`config.mk`:
```
export PLATFORM = sky130hd
export DESIGN_NAME = ripple_count_capture
export DESIGN_NICKNAME = d
export VERILOG_FILES = /design/src/rtl/ripple_count_capture.sv
export SDC_FILE = /design/constraint.sdc
export NUM_CORES = 1
export LEC_CHECK = 0
export BUFFER_PORTS_ARGS = -buffer_cell sky130_fd_sc_hd__buf_4
export CAP_MARGIN = 40
export CORE_MARGIN = 5
export CORE_UTILIZATION = 57
export CTS_CLUSTER_DIAMETER = 30
export DETAILED_ROUTE_END_ITERATION = 7
export PLACE_DENSITY = 0.81
export SLEW_MARGIN = 0
export SYNTH_ARGS = -nofsm -noshare
export SYNTH_HDL_FRONTEND = slang
export SYNTH_SLANG_ARGS = --single-unit
```
`constraint.sdc`:
```
create_clock -name clk -period 3.3 [get_ports clk]
set_input_delay 0.33 -clock clk [delete_from_list [all_inputs] [get_ports clk]]
set_output_delay 0.33 -clock clk [all_outputs]
set_load 0.005 [all_outputs]
```
`src/rtl/ripple_count_capture.sv`:
```
// ripple_count_capture: resynchronises an asynchronous ripple-counter value, accumulates settled
// increments per WINDOW-cycle window and presents each window total on a valid/ready output.
// Define RIPPLE_CAP_ALARM_EN to add the registered `alarm` output (result >= ALARM_LEVEL).
module ripple_count_capture #(
    parameter int unsigned CW          = 4,
    parameter int unsigned SYNC_STAGES = 2,
    parameter int unsigned TW          = 16,
    parameter int unsigned WINDOW      = 32,
    parameter int          ALARM_LEVEL = 100
) (
    input  logic          clk,
    input  logic          reset,
    input  logic [CW-1:0] q_in,
    input  logic          en,
    output logic [TW-1:0] out_data,
    output logic          out_valid,
    input  logic          out_ready,
    output logic          overrun,
    input  logic          ovr_clr
`ifdef RIPPLE_CAP_ALARM_EN
    ,
    output logic          alarm
`endif
);

    localparam int unsigned WCW = $clog2(WINDOW);
    localparam logic [WCW-1:0] WLAST = WCW'(WINDOW - 1);

    if (SYNC_STAGES < 2) begin : g_chk_sync
        $error("ripple_count_capture: SYNC_STAGES must be >= 2");
    end
    if (WINDOW < 2) begin : g_chk_window
        $error("ripple_count_capture: WINDOW must be >= 2");
    end
    if (TW < CW) begin : g_chk_tw
        $error("ripple_count_capture: TW must be >= CW");
    end
    if (ALARM_LEVEL < 0) begin : g_chk_alarm
        $error("ripple_count_capture: ALARM_LEVEL must be non-negative");
    end

    typedef enum logic {
        ARM,
        RUN
    } state_t;

    state_t        state_q, state_d;
    logic [CW-1:0] sync_q [SYNC_STAGES];
    logic [CW-1:0] s;
    logic [CW-1:0] s_prev;
    logic [CW-1:0] base_q, base_d;
    logic [TW-1:0] acc_q, acc_d;
    logic [WCW-1:0] wcnt_q, wcnt_d;

    logic          stable;
    logic [CW-1:0] delta;
    logic [TW:0]   sum;
    logic [TW-1:0] result;
    logic          close;
    logic          load;
    logic          xfer;
    logic [TW-1:0] out_data_d;
    logic          out_valid_d;
    logic          overrun_d;

    // Resynchroniser; s_prev lets a sample be accepted only once it has held for a full cycle.
    always_ff @(posedge clk or negedge reset) begin
        if (!reset) begin
            for (int unsigned i = 0; i < SYNC_STAGES; i++) begin
                sync_q[i] <= '0;
            end
            s_prev <= '0;
        end else begin
            sync_q[0] <= q_in;
            for (int unsigned i = 1; i < SYNC_STAGES; i++) begin
                sync_q[i] <= sync_q[i-1];
            end
            s_prev <= s;
        end
    end

    assign s      = sync_q[SYNC_STAGES-1];
    assign stable = (s == s_prev);

    always_comb begin
        delta  = stable ? (s - base_q) : '0;
        sum    = {1'b0, acc_q} + (TW+1)'(delta);
        result = sum[TW] ? '1 : sum[TW-1:0];
    end

    always_ff @(posedge clk or negedge reset) begin
        if (!reset) begin
            state_q <= ARM;
            base_q  <= '0;
            acc_q   <= '0;
            wcnt_q  <= '0;
        end else begin
            state_q <= state_d;
            base_q  <= base_d;
            acc_q   <= acc_d;
            wcnt_q  <= wcnt_d;
        end
    end

    always_comb begin
        state_d = state_q;
        base_d  = base_q;
        acc_d   = acc_q;
        wcnt_d  = wcnt_q;
        close   = 1'b0;
        case (state_q)
            ARM: begin
                acc_d  = '0;
                wcnt_d = '0;
                if (stable && en) begin
                    base_d  = s;
                    state_d = RUN;
                end
            end
            RUN: begin
                if (!en) begin
                    // Dropping enable abandons the partial window; output side is untouched.
                    state_d = ARM;
                    acc_d   = '0;
                    wcnt_d  = '0;
                end else begin
                    if (stable) begin
                        base_d = s;
                    end
                    if (wcnt_q == WLAST) begin
                        close  = 1'b1;
                        acc_d  = '0;
                        wcnt_d = '0;
                    end else begin
                        acc_d  = result;
                        wcnt_d = wcnt_q + WCW'(1);
                    end
                end
            end
            default: state_d = ARM;
        endcase
    end

    always_comb begin
        xfer        = out_valid && out_ready;
        load        = close && (!out_valid || out_ready);
        out_data_d  = out_data;
        out_valid_d = out_valid;
        overrun_d   = overrun;
        if (load) begin
            out_data_d  = result;
            out_valid_d = 1'b1;
        end else if (xfer) begin
            out_valid_d = 1'b0;
        end
        // A result dropped in the same cycle as a clear request keeps the flag set.
        if (close && !load) begin
            overrun_d = 1'b1;
        end else if (ovr_clr) begin
            overrun_d = 1'b0;
        end
    end

    always_ff @(posedge clk or negedge reset) begin
        if (!reset) begin
            out_data  <= '0;
            out_valid <= 1'b0;
            overrun   <= 1'b0;
        end else begin
            out_data  <= out_data_d;
            out_valid <= out_valid_d;
            overrun   <= overrun_d;
        end
    end

`ifdef RIPPLE_CAP_ALARM_EN
    localparam bit ALARM_REACH = (longint'(ALARM_LEVEL) < (longint'(1) << TW));
    localparam logic [TW-1:0] ALARM_THR = ALARM_REACH ? TW'(ALARM_LEVEL) : '1;

    always_ff @(posedge clk or negedge reset) begin
        if (!reset) begin
            alarm <= 1'b0;
        end else if (load) begin
            alarm <= ALARM_REACH && (result >= ALARM_THR);
        end
    end
`endif

endmodule

```
# Yosys cells after proc, flatten, opt, wreduce, memory -nomap -nowiden
# Cells that the tools add are included.
# totals
regBits	56
in_bits	9
out_inout_bits	18
word_cells	51
# op_classes
add_sub_neg	3
n_eq_ne	5
mux	22
bitwise_logic	1
n_reduce_logical	10
# op_table
cell	n
$mux 16	3
$pmux 16 s2	1
$add 16x4->17	1
$mux 4	4
$mux 5	2
$pmux 5 s2	1
$mux 1	9
$pmux 4 s2	1
$add 5x1->5 const B	1
$eq 5x5->1 const B	1
$eq 4x4->1	1
$logic_and 1x1->1	4
$ne 2x2->1 const B	2
$reduce_bool 2->1	2
$sub 4x4->4	1
$reduce_and 3->1	1
$logic_not 1->1	2
$ne 2x1->1 const B	1
$pmux 1 s2	1
$logic_or 1x1->1	1
$not 1->1	1

# Depth between registers and ports, before layout
# Gate-level depths: netlist (run 1).
# depth
ltp_word	8
mapped_depth	13
ltp_nobuf	13

# Worst setup path before layout (run 1)
# OpenSTA, ideal clock, no wires.
# synth_timing
path_type	register to register
from	reg sync_q, in the netlist s[1]
to	reg acc_q[11]
setup_ns	0.078
arrival_time_ns	2.494
required_time_ns	3.222
slack_ns	0.728
stages_incl_launch_ff	12
path_buffers	1
period_less_slack_ns	2.572
path_cell_list	dfrtp_1 -> ha_1 -> a21o_1 -> a21oi_1 -> xnor2_1 -> nor2_1 -> ha_1 -> nand3_1 -> a21o_4 -> or3_1 -> buf_2 -> a21oi_1
# synth_via
elab_chain_cells	7
elab_cells_between_ends	8
cone_classes	add/sub: 2; eq/ne: 1; mux: 5
# synth_rtl
element	line_no	rtl
start, declared	48	logic [CW-1:0] sync_q [SYNC_STAGES];
start signal, assigned by index	76	sync_q[i] <= sync_q[i-1];
$sub 4x4->4 or $eq 4x4->1 (tied branches)	86, 83	
$mux 4 (*)	86	delta = stable ? (s - base_q) : '0;
$add 16x4->17 (*)	87	sum = {1'b0, acc_q} + (TW+1)'(delta);
$mux 16 (*)	88	result = sum[TW] ? '1 : sum[TW-1:0];
$mux 16 (*)	130	if (wcnt_q == WLAST) begin
$mux 16 (*)	121	if (!en) begin
$pmux 16 s2 (*)	111	case (state_q)
net acc_d[11]	52	logic [TW-1:0] acc_q, acc_d;
end signal, assigned	95	acc_q <= '0;
end signal, assigned	100	acc_q <= acc_d;
end, declared	52	
# The timed path passes the listed nets; every way through them passes the cells marked *.
# A chain may end at the register's enable or synchronous reset.

# Final worst setup path (run 1)
# layout_timing
from	reg sync_q, in the netlist s[1]
to	reg out_data[13]
# layout_via
elab_chain_cells	4
elab_cells_between_ends	5
cone_classes	add/sub: 2; eq/ne: 1; mux: 2
# layout_rtl
element	line_no	rtl
$sub 4x4->4 or $eq 4x4->1 (tied branches)	86, 83	
$mux 4 (*)	86	
$add 16x4->17 (*)	87	
$mux 16 (*)	88	
end signal, assigned	170	out_data <= out_data_d;
end, declared	15	output logic [TW-1:0] out_data,
# Every way passes the cells marked *; elsewhere a longest branch is shown, timed or not.

==> results of run 1 <==
==> power groups by stage <==
stage	logic, mW	clock network [mW]	registers [mW]
global route	0.141	0.418	0.734
finish	0.120	0.377	0.730
CTS	0.123	0.390	0.730
global placement	0.121	0	0.742
detailed placement	0.123	0	0.744
floorplan	0.0904	0	0.739
==> stage by stage <==
step                power [mW]  hold slack (ns)  utilization, %
floorplan                0.830           0.0344               -
global placement         0.863            0.332            65.7
detailed placement       0.867            0.338            65.7
CTS                       1.24           0.0636            68.0
global route              1.29           0.0914            68.0
finish                    1.23           0.0378            68.0
==> worst max-delay path by stage <==
stage | cells after the start | start | slack, ns | end
finish | 11 | s[1] | 0.43 | out_data[13]
floorplan | 11 | s[1] | 0.73 | acc_q[11]
global route | 11 | s[1] | 0.23 | out_data[11]
CTS | 11 | s[1] | 0.41 | out_data[13]
detailed placement | 11 | s[1] | 0.44 | out_data[13]
global placement | 11 | s[1] | 0.52 | out_data[13]
==> worst max-delay path: stages (launching register included) <==
cell and delay, ns:
dfrtp_1 0.46, ha_1 0.29, a21o_1 0.15, a21oi_1 0.17, xnor2_1 0.13, nor2_1 0.07, ha_1 0.35, nand3_1 0.17
a21o_4 0.27, nor3_4 0.40, nor2_2 0.14, a21oi_1 0.19
==> cells by family after synthesis <==
kind of cell,after synthesis
mux,5
simple gates,76
fa+ha+maj,11
flops,56
buf+inv,12
xor+xnor,20
compound gates,37
==> layout make-up <==
type	count	area (um2)	share of cell area, %
sequential	56	1400	50.8
multi-input combinational	149	980	35.5
timing repair buffer	26	195	7.08
clock buffer	5	68.8	2.50
tap	50	62.6	2.27
inverter	7	26.3	0.953
clock inverter	3	23.8	0.862
==> registers in the layout, indices dropped and copies added, names as in the netlist <==
register and flops:
out_valid 1, state_q 1, base_q 4, wcnt_q 5, overrun 1, acc_q 16
s 4, sync_q 4, s_prev 4, out_data 16
==> cell usage after synthesis (2+ instances only) <==
master and number:
and3_1 4, nand3_1 7, nor2_1 29, nand2b_1 2, clkbuf_1 3, nand4_1 3, xor2_1 9, ha_1 9
o21ai_0 2, o21ai_1 8, xnor2_1 11, nand2_1 19, inv_1 7, a21oi_1 19, mux2_2 4, a21o_1 2
dfrtp_1 56, fa_1 2
==> layer usage <==
layer	vias to the layer above	part of all wire (%)	GRT usage [%]
met5	-	0	0
met4	0	1.6	7.57
met3	7	5.2	4.81
met2	31	43	25.0
met1	761	50	24.0
li1	784	-	-
==> results.md, run 1 <==
- Status: finished clean
- Final period util: 87.0%
- Synth unique cells: 39
- Root buf cell: clkbuf_8
- Internal power: 0.925 mW
- Maximum vdd ir drop: 0.477 mV
- DRT Pass-1 Iters: 4
- Cell area after layout: 0.00276 mm2
- Crit Path Max Fanout: 9
- H-tree depth: 2
- Main combinational cell family by area after synthesis: simple AND/OR/NAND/NOR gates
- CTS sink count: 56
- Vias per inst: 5.35
- First-pass GRT wire length: 7.20 mm
- Post-DP HPWL: 2.89 mm
- Pre-CTS WS: 0.439 ns
- Max_slew headroom: 49.1%
- Layout cells sized above 1: 18.7%
- WP data arrival: 3.12 ns
- Longest Clk Path Bufs: 2
- Postcts setup bufs: 0
- Clk_skew: 0.00380 ns
- Largest net degree at the start of global routing: 57
- Sequential fraction of the synthesis area: 57.7%
- Die area: 0.00566 mm2
- Synth Area in Simple Gates: 15.8%
- CP Capture Type: flip-flop
- Clock power share: 30.7%
- Worst-margin pin slew: 0.764 ns
- Final hold vios: 0
- 1st-iter DRT viols: 87
- # port buffers: 26
- Power Density: 445 mW/mm2
- WP data required: 3.55 ns
- Leading cell type in the layout, fill and taps excluded: dfrtp_1
- Die height: 75.3 um
- WS Path Type: reg -> reg
- Residual DRC: 0
- Main synth FF type: dfrtp_1
- Clock transition at path regs: 0.10 ns
- Initial antenna violation count: 0
- Die Width: 75.3 um
- Clock latency on the worst-skew pair: 0.31 ns
- Max cap viols: 0
- Post-synth top area cell: dfrtp_1
- I/O pin total: 27
- Comb power frac: 9.8%
- RePlAce Congestion: 0.825
- Maximum clock frequency: 0.348 GHz
- Setup ws final: 0.430 ns
- Net switching power: 0.301 mW
- CTS tree: built
- Remaining Overflow, GRT: 0
- Post-synthesis mux area share: 2.27%
- Post-route antenna net violation count: 0
- Setup violation total in the final timing report: 0
- Slew Viols, Final: 0
- Vias: 1583
- RSZ-0062 raised after global routing: no
- Starting density of the core: 59.8%
- Synthesized instance count: 217
- Number of global-route vias before repair: 1597
- GRT Total Usage: 17.1%
- R2R Setup Slk: 0.43 ns
- Final non-filler cell total: 296
- Async SR Flop Fraction: 100%
- Netlist Area Pre-Place: 0.00243 mm2
- P_leak: 1.35 nW
- Switching Fraction: 24.6%
- Final Critical Period: 2.87 ns
- Core area: 0.00406 mm2
- # diodes: 0
- XOR/XNOR Fraction of Synth Area: 7.22%
- Yosys reg bits: 56
- Net count after synthesis: 237
- WL final: 3.99 mm
- Number of buffers created by CTS: 5
- Critical path startpoint category: flip-flop
- Hold-fix buffers, CTS: 0
- Layout net count: 265
- Min-Delay Path Class: in -> async
- Avg Cell Area, Syn: 11.2 um2
- R2r startpoint: s[1]
- Rows: 23
- Synth top area share: 57.7%
- DP Cell Count: 288
- Post-CTS sizing: 0
- Worst reg-to-reg path cell count: 11
- Most frequent cells in the layout: dfrtp_1 (56), nor2_1 (29), buf_4 (26)
- Crit Reg-Reg Endpoint: out_data[13]
- Compound-gate portion of the synthesized area: 8.76%
- Area grow syn2layout: 13.6%
- Synth Warn #: 0
- Number of synthesized flops with an enable pin: 0
- Adder-Cell Fraction of Synth Area: 6.29%
- Top post-synthesis cells by area: dfrtp_1 (58%), ha_1 (4.6%), nor2_1 (4.5%)
- Seq pwr share: 59.5%
- Drt wl/cell: 13.5 um
- Fillers: 307
- Placed Area: 0.00267 mm2
- Fin Setup TNS: 0 ns
(Power assumes the default switching activity.)
==> inputs of run 2 (changes only) <==
Settings changed: REMOVE_ABC_BUFFERS from default to 1.
==> run 2 against run 1 <==
  * Sequential share of layout area about the same
  * Highest routed layer unchanged
  * Clock skew up 0.00095 ns
  * Critical path type unchanged
  * Maximum frequency rose by 0.16%
  * Register-to-register slack hardly changed
  * Via count is 1.6% lower
  * Sequential cell count unchanged
  * Count of clock-buffer cells in the layout is 3 higher
  * Routed wire length decreased by 0.93%
  * Global-route usage is 0.21 points lower
  * Sequential power about the same
  * Die area unchanged
  * Total power down 0.54%
==> results.md, run 2 (synthesis results as in run 1) <==
- CTS tree: built
- Number of global-route vias before repair: 1585
- Cell area after layout: 0.00276 mm2
- Post-CTS sizing: 0
- DP Cell Count: 288
- Worst reg-to-reg path cell count: 11
- Number of buffers created by CTS: 5
- Clk_skew: 0.00475 ns
- Starting density of the core: 59.8%
- WP data arrival: 3.09 ns
- Residual DRC: 0
- Worst-margin pin slew: 0.768 ns
- Fin Setup TNS: 0 ns
- WL final: 3.96 mm
- Post-Route Utilization: 67.9%
- Root buf cell: clkbuf_8
- Crit Path Max Fanout: 9
- Vias: 1557
- Status: finished clean
- Die Width: 75.3 um
- WHS: 0.0649 ns
- Maximum clock frequency: 0.349 GHz
- Final non-filler cell total: 296
- # diodes: 0
- Largest net degree at the start of global routing: 57
- Clock latency on the worst-skew pair: 0.30 ns
- Drt wl/cell: 13.4 um
- I/O pin total: 27
- Power Density: 443 mW/mm2
- Die area: 0.00566 mm2
- RSZ-0062 raised after global routing: no
- Area grow syn2layout: 13.5%
- Core area: 0.00406 mm2
- Post-DP HPWL: 2.88 mm
- Placed Area: 0.00267 mm2
- Min-Delay Path Class: in -> async
- CTS sink count: 56
- Post-route antenna net violation count: 0
- Longest Clk Path Bufs: 2
- Setup ws final: 0.435 ns
- Remaining Overflow, GRT: 0
- Vias per inst: 5.26
- CP Capture Type: flip-flop
- Clock transition at path regs: 0.09 ns
- Fillers: 312
- Pre-CTS WS: 0.437 ns
- Initial antenna violation count: 0
- First-pass GRT wire length: 7.15 mm
- Max_slew headroom: 48.8%
- Leading cell type in the layout, fill and taps excluded: dfrtp_1
- Critical path startpoint category: flip-flop
- Setup violation total in the final timing report: 0
- DRT Pass-1 Iters: 4
- Power Total: 1.22 mW
- P_leak: 1.36 nW
- Most frequent cells in the layout: dfrtp_1 (56), nor2_1 (29), buf_4 (26)
- Maximum vdd ir drop: 0.304 mV
- Layout net count: 265
- Max cap viols: 0
- Final Critical Period: 2.87 ns
- WS Path Type: reg -> reg
- Die height: 75.3 um
- Final period util: 86.8%
- Layout cells sized above 1: 17.9%
- 1st-iter DRT viols: 101
- RePlAce Congestion: 0.826
- Hold-fix buffers, CTS: 0
- # port buffers: 26
- H-tree depth: 2
- Postcts setup bufs: 0
- Final hold vios: 0
- Rows: 23
- GRT Total Usage: 16.9%
- WP data required: 3.52 ns
- Biggest regs: acc_q x16, out_data x16, wcnt_q x5
- Slew Viols, Final: 0
run 2: area by class of cell:
class | count | area [um2] | area share [%]
Timing Repair Buffer | 26 | 195 | 7.08
Multi-Input combinational cell | 149 | 980 | 35.6
Tap cell | 50 | 62.6 | 2.27
Inverter | 7 | 26.3 | 0.954
Sequential cell | 56 | 1400 | 50.9
Clock buffer | 8 | 90.1 | 3.27
run 2: power breakdown:
part | internal [mW] | switching, mW
combinational | 0.0609 | 0.0602
sequential | 0.713 | 0.0162
clock | 0.171 | 0.198
total | 0.946 | 0.274
run 2: worst paths after layout:
| kind | start | endpoint | slack, ns |
|---|---|---|---|
| max reg2reg | s[1] | out_data[9] | 0.43 |
| min | reset | s[3] | 0.06 |
| min reg2reg | sync_q[4] | s[0] | 0.35 |
| min in group clk | q_in[0] | sync_q[4] | 0.13 |
| max | s[1] | out_data[9] | 0.43 |
| max in group asynchronous | reset | out_data[9] | 2.80 |
run 2: critical path: stages (launching register included):
cell     delay (ns)
dfrtp_1        0.45
ha_1           0.29
a21o_1         0.15
a21oi_1        0.16
xnor2_1        0.14
nor2_1         0.07
ha_1           0.35
nand3_1        0.18
a21o_4         0.27
nor3_4         0.39
nor2_2         0.14
a21oi_1        0.21
run 2: routing by layer:
metal	vias to the layer above	GRT usage, %	share of wire [%]
li1	788	-	-
met1	732	24.3	48
met2	28	25.2	44
met3	9	3.34	5.2
met4	0	6.99	2.2
met5	-	0	0
